`config.mk`:
```
export PLATFORM = sky130hd
export DESIGN_NAME = gate_response_misr
export DESIGN_NICKNAME = d
export VERILOG_FILES = /design/src/rtl/gate_test_pkg.sv /design/src/rtl/gate_misr_step.sv /design/src/rtl/gate_response_misr.sv
export SDC_FILE = /design/constraint.sdc
export NUM_CORES = 1
export LEC_CHECK = 0
export ABC_AREA = 1
export CAP_MARGIN = 20
export CORE_ASPECT_RATIO = 2
export CORE_MARGIN = 2
export CORE_UTILIZATION = 51
export CTS_CLUSTER_SIZE = 10
export DETAILED_ROUTE_END_ITERATION = 8
export PLACE_DENSITY = 0.89
export SLEW_MARGIN = 20
export SYNTH_ARGS = -nofsm -noshare
export SYNTH_HDL_FRONTEND = slang
export SYNTH_HIERARCHICAL = 1
export SYNTH_SLANG_ARGS = --single-unit
```
`constraint.sdc`:
```
create_clock -name clk -period 2.7 [get_ports clk]
set_input_delay 0.27 -clock clk [delete_from_list [all_inputs] [get_ports clk]]
set_output_delay 0.27 -clock clk [all_outputs]
set_load 0.03 [all_outputs]
```
`src/rtl/gate_test_pkg.sv`:
```
// Shared types and default parameters for the gate-library response compactor.
package gate_test_pkg;

    typedef enum logic [1:0] {
        IDLE  = 2'd0,
        RUN   = 2'd1,
        CHECK = 2'd2,
        DONE  = 2'd3
    } misr_state_t;

    localparam int RESP_W_DEF = 10;
    localparam int SIG_W_DEF  = 16;
    localparam int CNT_W_DEF  = 16;
    localparam logic [15:0] POLY_DEF = 16'h1021;

endpackage

```
`src/rtl/gate_misr_step.sv`:
```
// One MISR update: shift left, apply feedback polynomial when the MSB falls
// out, then fold in the zero-extended response vector. Purely combinational
// so the same step can serve as an LFSR model when resp_data is tied to zero.
module gate_misr_step #(
    parameter int RESP_W = 10,
    parameter int SIG_W  = 16
) (
    input  logic [SIG_W-1:0]  sig,
    input  logic [RESP_W-1:0] resp_data,
    input  logic [SIG_W-1:0]  poly,
    output logic [SIG_W-1:0]  sig_next
);

    logic [SIG_W-1:0] fb_s;
    logic [SIG_W-1:0] resp_ext_s;

    assign fb_s       = sig[SIG_W-1] ? poly : {SIG_W{1'b0}};
    assign resp_ext_s = {{(SIG_W-RESP_W){1'b0}}, resp_data};
    assign sig_next   = {sig[SIG_W-2:0], 1'b0} ^ fb_s ^ resp_ext_s;

endmodule

```
`src/rtl/gate_response_misr.sv`:
```
// Response compactor: folds one gate-model output vector per accepted beat
// into a MISR and, after num_patterns beats, compares against the golden
// signature. Optional macro MISR_ABORT_EN adds an abort input that ends a
// run early with pass=0.
module gate_response_misr
    import gate_test_pkg::*;
#(
    parameter int RESP_W = RESP_W_DEF,
    parameter int SIG_W  = SIG_W_DEF,
    parameter int CNT_W  = CNT_W_DEF,
    parameter logic [SIG_W-1:0] POLY = POLY_DEF
) (
    input  logic              clk,
    input  logic              rst,
    input  logic              start,
    input  logic [CNT_W-1:0]  num_patterns,
    input  logic [SIG_W-1:0]  seed,
    input  logic [SIG_W-1:0]  expected,
    input  logic              resp_valid,
    input  logic [RESP_W-1:0] resp_data,
`ifdef MISR_ABORT_EN
    input  logic              abort,
`endif
    output logic              resp_ready,
    output logic              busy,
    output logic              done,
    output logic              pass,
    output logic [SIG_W-1:0]  signature,
    output logic [CNT_W-1:0]  count
);

    misr_state_t      state_r, state_s;
    logic [SIG_W-1:0] sig_r, sig_s, step_s;
    logic [CNT_W-1:0] cnt_r, cnt_s, cnt_inc_s;
    logic [CNT_W-1:0] num_r, num_s;
    logic [SIG_W-1:0] exp_r, exp_s;
    logic             pass_r, pass_s;
    logic             ready_r, busy_r, done_r;
    logic             abort_s;

`ifdef MISR_ABORT_EN
    assign abort_s = abort;
`else
    assign abort_s = 1'b0;
`endif

    assign cnt_inc_s = cnt_r + CNT_W'(1);

    gate_misr_step #(
        .RESP_W (RESP_W),
        .SIG_W  (SIG_W)
    ) u_step (
        .sig       (sig_r),
        .resp_data (resp_data),
        .poly      (POLY),
        .sig_next  (step_s)
    );

    // Next-state, capture, fold and compare logic.
    always_comb begin
        state_s = state_r;
        sig_s   = sig_r;
        cnt_s   = cnt_r;
        num_s   = num_r;
        exp_s   = exp_r;
        pass_s  = pass_r;
        case (state_r)
            IDLE, DONE: begin
                if (start) begin
                    sig_s  = seed;
                    num_s  = num_patterns;
                    exp_s  = expected;
                    cnt_s  = {CNT_W{1'b0}};
                    pass_s = 1'b0;
                    if (num_patterns == {CNT_W{1'b0}}) begin
                        state_s = CHECK;
                    end else begin
                        state_s = RUN;
                    end
                end else begin
                    state_s = state_r;
                end
            end
            RUN: begin
                if (abort_s) begin
                    pass_s  = 1'b0;
                    state_s = DONE;
                end else if (resp_valid) begin
                    sig_s = step_s;
                    cnt_s = cnt_inc_s;
                    if (cnt_inc_s == num_r) begin
                        state_s = CHECK;
                    end else begin
                        state_s = RUN;
                    end
                end else begin
                    state_s = RUN;
                end
            end
            CHECK: begin
                if (abort_s) begin
                    pass_s = 1'b0;
                end else begin
                    pass_s = (sig_r == exp_r);
                end
                state_s = DONE;
            end
            default: begin
                state_s = IDLE;
            end
        endcase
    end

    // State, datapath and registered status outputs.
    always_ff @(posedge clk or posedge rst) begin
        if (rst) begin
            state_r <= IDLE;
            sig_r   <= {SIG_W{1'b0}};
            cnt_r   <= {CNT_W{1'b0}};
            num_r   <= {CNT_W{1'b0}};
            exp_r   <= {SIG_W{1'b0}};
            pass_r  <= 1'b0;
            ready_r <= 1'b0;
            busy_r  <= 1'b0;
            done_r  <= 1'b0;
        end else begin
            state_r <= state_s;
            sig_r   <= sig_s;
            cnt_r   <= cnt_s;
            num_r   <= num_s;
            exp_r   <= exp_s;
            pass_r  <= pass_s;
            ready_r <= (state_s == RUN);
            busy_r  <= (state_s == RUN) || (state_s == CHECK);
            done_r  <= (state_s == DONE);
        end
    end

    assign resp_ready = ready_r;
    assign busy       = busy_r;
    assign done       = done_r;
    assign pass       = pass_r;
    assign signature  = sig_r;
    assign count      = cnt_r;

endmodule

```
==> metrics.txt, run 1 <==
status finished clean; total negative setup slack 0 ps; Die W 68.9 µm; largest net degree at the start of global routing 47; combinational power share 0.509; Max Cap Viol 0; clock skew 4.87 ps; CP Data Required Time 2930 ps; Reg power frac 0.325; final WL 13.1 mm; Hold WS 319 ps; Final HPWL DP 9.88 mm; DRC Markers 0; clk_lat worst skew 330 ps; vias in the first global route 4745; worst slew pin tran 548 ps; # diodes 0; gpl congestion 0.838; Critical Path Start Type register; # resized after CTS 0; Ys Warns 6; global router's overall resource usage 0.306; cell family with most CP delay simple AND/OR/NAND/NOR gates; Setup violations, final 0; CP most frequent cell nand2_1; leak pwr 2.79 nW; sequential share of the synthesized area 0.408; Post-Syn Instances 617; Cell Area, Synth 4290 µm²; Final Cycle Share 0.917; Final Max Slew Viols 0; clock buffer depth 2; # rows 47; Final min period 2470 ps; RSZ-0062 raised after global routing no; P_int 3.41 mW; pwr/cell area 1110 nW/µm²; DRT iter0 DRCs 444; CTS tree done; Port Buffers 97; Psw 2.95 mW; top cells by area, synth dfrtp_1, nand2_1, inv_1; Pre-antenna DRT Iters 5; I/O pin total 98; initial antenna violation count 0; clock power share 0.166; TritonCTS Buffers 9; f_max 404 MHz; CP Max Fanout 6; hold-fix buffers at CTS 0; post-DR wirelength/cell 15.7 µm; Sink Count 70; Relative slew margins 0.634; Worst-path clk slew 50 ps; commonest non-fill, non-tap cell in the layout nand2_1; Mean Syn Cell Area 6.96 µm²; top-area cell type share of the netlist area 0.408; Yosys top cell by area dfrtp_1; total grt overflow 0; Core Footprint 8230 µm²; Initial Util 0.521; worst hold path type input pin to async pin; htree depth 3; Distinct cells, synth 38; Buf/Inv on CP 1; vias 4613; worst path cell trace ha_1 -> nand2_1 -> nor2_2 -> nand2_1 -> nand3_1 -> nand2_1 -> nor2_1 -> nand2_1 -> nor2_1 -> nand2_1 -> nor2_2 -> nand2_1 -> nand2_1 -> nand2_1 -> nand2_1 -> nand2_1 -> ha_1 -> inv_1; max incr delay on CP 470 ps; root buffer cell clkbuf_16; share of post-route cells with drive strength above 1 0.0655; Setup crit end kind register; vias per cell 5.55; final net count 797; die span in y 134 µm; most frequent cells in the layout nand2_1, clkdlybuf4s50_1, inv_1; die outline area 9210 µm²; DP Worst Slack 267 ps; kind of critical path register to register; Critical Path Slowest Stage Cell dfrtp_1; first-pass GRT wire length 20.8 mm; area grow syn2layout 32.9%; total power 6.35 mW; worst vdd ir 0.000773 V; Fin. Hold Viols 0; switching part of the total 0.464; final setup margin 225 ps; #FFs+latches synth 70; DRT antenna net count 0; Post-CTS Setup Bufs 0; crit path DAT 2700 ps
[power groups by stage]
stage	clock, mW	combinational (mW)	sequential (mW)
floorplan	0	1.75	2.34
global placement	0	3.04	2.04
detailed placement	0	3.18	2.06
CTS	1.06	3.20	2.06
global route	1.11	3.54	2.12
finish	1.05	3.23	2.07
[cells by family after synthesis]
family,synth area share
and+or+nand+nor,0.354
buffers and inverters,0.0956
DFF,0.408
AOI/OAI and AO/OA,0.0953
xor gates and xnor gates,0.0286
adders and majority gates,0.0146
other,0.00175
muxes,0.00233
[cells in the mapped netlist]
cell and number:
xor2_1 4, nor2_1 36, a221oi_1 1, inv_2 2, a31oi_1 16, nor2_2 3
a21boi_0 1, nand4_1 11, buf_2 2, nor4_1 3, o21ai_0 23, nand3_2 2
o21ai_1 2, clkinv_2 1, inv_1 79, dfrtp_1 70, and2_1 1, buf_4 1
and2_2 1, buf_12 1, clkbuf_1 13, clkinv_1 1, a211oi_1 3, nand3b_1 4
ha_1 5, o211ai_1 1, nand2_1 233, mux2i_1 1, nor2_4 3, nand3_1 45
a22oi_1 1, xnor2_1 10, nand2_2 12, buf_6 1, a21oi_1 1, nor3_1 1
o22ai_1 20, conb_1 2
[per-stage QoR]
stage                     utilization  area [µm²]  std cells
after global routing            0.693        5700        831
after CTS                       0.693        5700        831
after floorplan                     -        4350        631
after global placement          0.661        5450        817
after detailed placement        0.661        5450        817
final                           0.693        5700        831
[per-layer routing]
layer,global-route usage,share of wire,up-vias
met5,0,0,-
met4,0.258,0.083,0
met3,0.0650,0.042,79
met2,0.522,0.55,206
met1,0.291,0.32,2149
li1,-,-,2179
[final timing paths]
path                                            start                    end  slack (ps)  cells after the start
worst max-delay path             count[0]$_DFFE_PP0P_         busy$_DFF_PP0_         230                     18
worst min-delay path                              rst   count[0]$_DFFE_PP0P_         320                      2
worst max register to register   count[0]$_DFFE_PP0P_         busy$_DFF_PP0_         230                     18
worst min register to register  exp_r[15]$_DFFE_PP0P_  exp_r[15]$_DFFE_PP0P_         510                      2
max in group asynchronous                         rst  num_r[14]$_DFFE_PP0P_        1740                      3
min in group clk                          expected[2]   exp_r[2]$_DFFE_PP0P_         480                      3
[state kept, by name, summed over array words and instances (netlist names)]
signal      flops
num_r          16
count          16
done            1
exp_r          16
pass            1
resp_ready      1
signature      16
state_r         2
busy            1
[cell type report]
type                            instances  area [µm²]
Clock inverter                          2        10.0
Sequential cell                        70        1750
Inverter                               83         313
Tap cell                               98         123
Clock buffer                           12         246
Fill cell                             708        2530
Timing Repair Buffer                  106        1060
Multi-Input combinational cell        460        2200
[worst register-to-register path: stages (launching register included)]
cell,delay [ps]
dfrtp_1,470
ha_1,270
nand2_1,110
nor2_2,170
nand2_1,90
nand3_1,80
nand2_1,50
nor2_1,100
nand2_1,70
nor2_1,110
nand2_1,80
nor2_2,120
nand2_1,50
nand2_1,50
nand2_1,50
nand2_1,60
nand2_1,100
ha_1,300
inv_1,40
No activity file was read; power rests on OpenSTA's default activity.
==> run 2: changes to the inputs <==
--- a/config.mk
+++ b/config.mk
@@ -13,6 +13,7 @@
 export CTS_CLUSTER_SIZE = 10
 export DETAILED_ROUTE_END_ITERATION = 8
 export PLACE_DENSITY = 0.89
+export SETUP_SLACK_MARGIN = 0.5
 export SLEW_MARGIN = 20
 export SYNTH_ARGS = -nofsm -noshare
 export SYNTH_HDL_FRONTEND = slang
==> run 2 against run 1 <==
  * Register-to-register slack improved by 150 ps
  * Largest cell class unchanged
  * Critical endpoint unchanged
  * Final area increased by 5.6%
  * Sequential share of layout area decreased by 1.5 points
  * Non-clock buffer count increased by 20
  * Critical path type unchanged
  * Worst hold slack got worse by 9.0 ps
  * Setup slack improved by 150 ps
  * Clock skew increased by 2.2 ps
  * Combinational power increased by 6%
  * First-iteration DRC count decreased by 18%
  * Final cell count increased by 2.6%
==> metrics.txt, run 2 (synthesized netlist as in run 1, its figures left out) <==
total grt overflow 0; vias per cell 5.53; TritonCTS Buffers 9; Relative slew margins 0.605; die outline area 9210 µm²; Final Max Slew Viols 0; gr busiest metal met2; GRT met1 Usage 0.294; status finished clean; crit path DAT 2560 ps; die span in y 134 µm; worst vdd ir 0.000630 V; max incr delay on CP 490 ps; commonest non-fill, non-tap cell in the layout nand2_1; Critical Path Slowest Stage Cell dfrtp_2; initial antenna violation count 0; global router's overall resource usage 0.303; final net count 817; total power 6.60 mW; root buffer cell clkbuf_16; area grow syn2layout 40.3%; M3 GR Usage 0.0498; Fin. Hold Viols 0; kind of critical path register to register; gpl congestion 0.827; Setup violations, final 0; met2 GRT Util 0.533; DRT iter0 DRCs 363; Final Cycle Share 0.861; CP Max Fanout 7; worst hold path type input pin to async pin; most frequent cells in the layout nand2_1, clkdlybuf4s50_1, inv_1; RSZ-0062 raised after global routing yes; Die W 68.9 µm; f_max 430 MHz; Pre-antenna DRT Iters 5; worst path cell trace nand2_4 -> nor2_4 -> buf_6 -> nand4_1 -> nand3_1 -> nand2_1 -> nor2_1 -> nand2_1 -> nor2_2 -> nand2_1 -> nand2_1 -> nand2_1 -> nand2_1 -> nand2_2 -> ha_4 -> inv_1; # diodes 0; Critical Path Start Type register; worst slew pin tran 592 ps; Worst-path clk slew 60 ps; DRT antenna net count 0; vias in the first global route 4666; Port Buffers 97; total negative setup slack 0 ps; Final HPWL DP 9.73 mm; htree depth 3; Sink Count 70; first-pass GRT wire length 20.8 mm; clk_lat worst skew 340 ps; Max Cap Viol 0; clock buffer depth 2; final WL 13.5 mm; clock skew 7.05 ps; filler cell count 627; Setup crit end kind register; CP most frequent cell nand2_1; Initial Util 0.521; DRC Markers 0; CTS tree done; Core Footprint 8230 µm²; pwr/cell area 1100 nW/µm²; # rows 47; post-DR wirelength/cell 15.8 µm; CP Data Required Time 2930 ps; share of post-route cells with drive strength above 1 0.126; I/O pin total 98; vias 4713; largest net degree at the start of global routing 50; leak pwr 2.91 nW; Final min period 2330 ps
## run 2: changes by cell type in the layout (fill, tap and decap cells not counted), moves of 5 or more
cell / previous run / this run
buf_4: 7 / 18
buf_6: 0 / 10
dfrtp_1: 70 / 65
dfrtp_2: 0 / 5
nand2_1: 233 / 224
nand2_2: 12 / 18
## run 2: power breakdown
group	total, mW	internal (mW)	switching, mW
Sequential	2.07	1.52	0.557
Clock	1.10	0.641	0.463
Combinational	3.42	1.37	2.05
## run 2: path summary, 6_finish.rpt
| check | startpoint | end | slack [ps] | depth (start not counted) |
|---|---|---|---|---|
| hold reg to reg | exp_r[2]$_DFFE_PP0P_ | exp_r[2]$_DFFE_PP0P_ | 510 | 2 |
| max in group asynchronous | rst | count[7]$_DFFE_PP0P_ | 1580 | 3 |
| setup reg to reg | count[2]$_DFFE_PP0P_ | busy$_DFF_PP0_ | 370 | 16 |
| min in group clk | expected[6] | exp_r[6]$_DFFE_PP0P_ | 490 | 3 |
| hold / removal | rst | num_r[3]$_DFFE_PP0P_ | 310 | 2 |
| setup / recovery | count[2]$_DFFE_PP0P_ | busy$_DFF_PP0_ | 370 | 16 |
## run 2: repair_timing
item | in CTS | in global routing
setup endpoints to repair | 3 | 6
setup buffers | 14 | 5
hold buffers | 0 | 0
gates cloned | 0 | 0
resized for setup | 18 | 23
pin swaps | 7 | 7
## run 2: worst max-delay path: cells and delay by family, from the launching register on
family / cells / cell delay, ps
and+or+nand+nor: 13 / 1260
DFF: 1 / 490
buffers and inverters: 2 / 180
adders and majority gates: 1 / 280
## run 2: cell type report
class,count,area (µm²),area share
clock buffer,10,239,0.0397
clock inverter,6,37.5,0.00623
inverter,83,317,0.0526
multi-input combinational,460,2310,0.384
sequential,70,1760,0.292
tap,98,123,0.0204
timing repair buffer,126,1240,0.206
## run 2: metrics by stage
stage,setup WS (ps),utilization,instances,area [µm²],hold WS (ps)
floorplan,506,-,631,4350,380
global placement,470,0.661,818,5450,484
detailed placement,396,0.661,818,5450,490
CTS,466,0.717,848,5900,326
global route,240,0.732,853,6020,371
finish,375,0.732,853,6020,310
## run 2: routing by layer
layer  vias to the layer above  wire [µm]
li1                       2211          -
met1                      2224       4550
met2                       206       7370
met3                        72        578
met4                         0        973
met5                         -          0
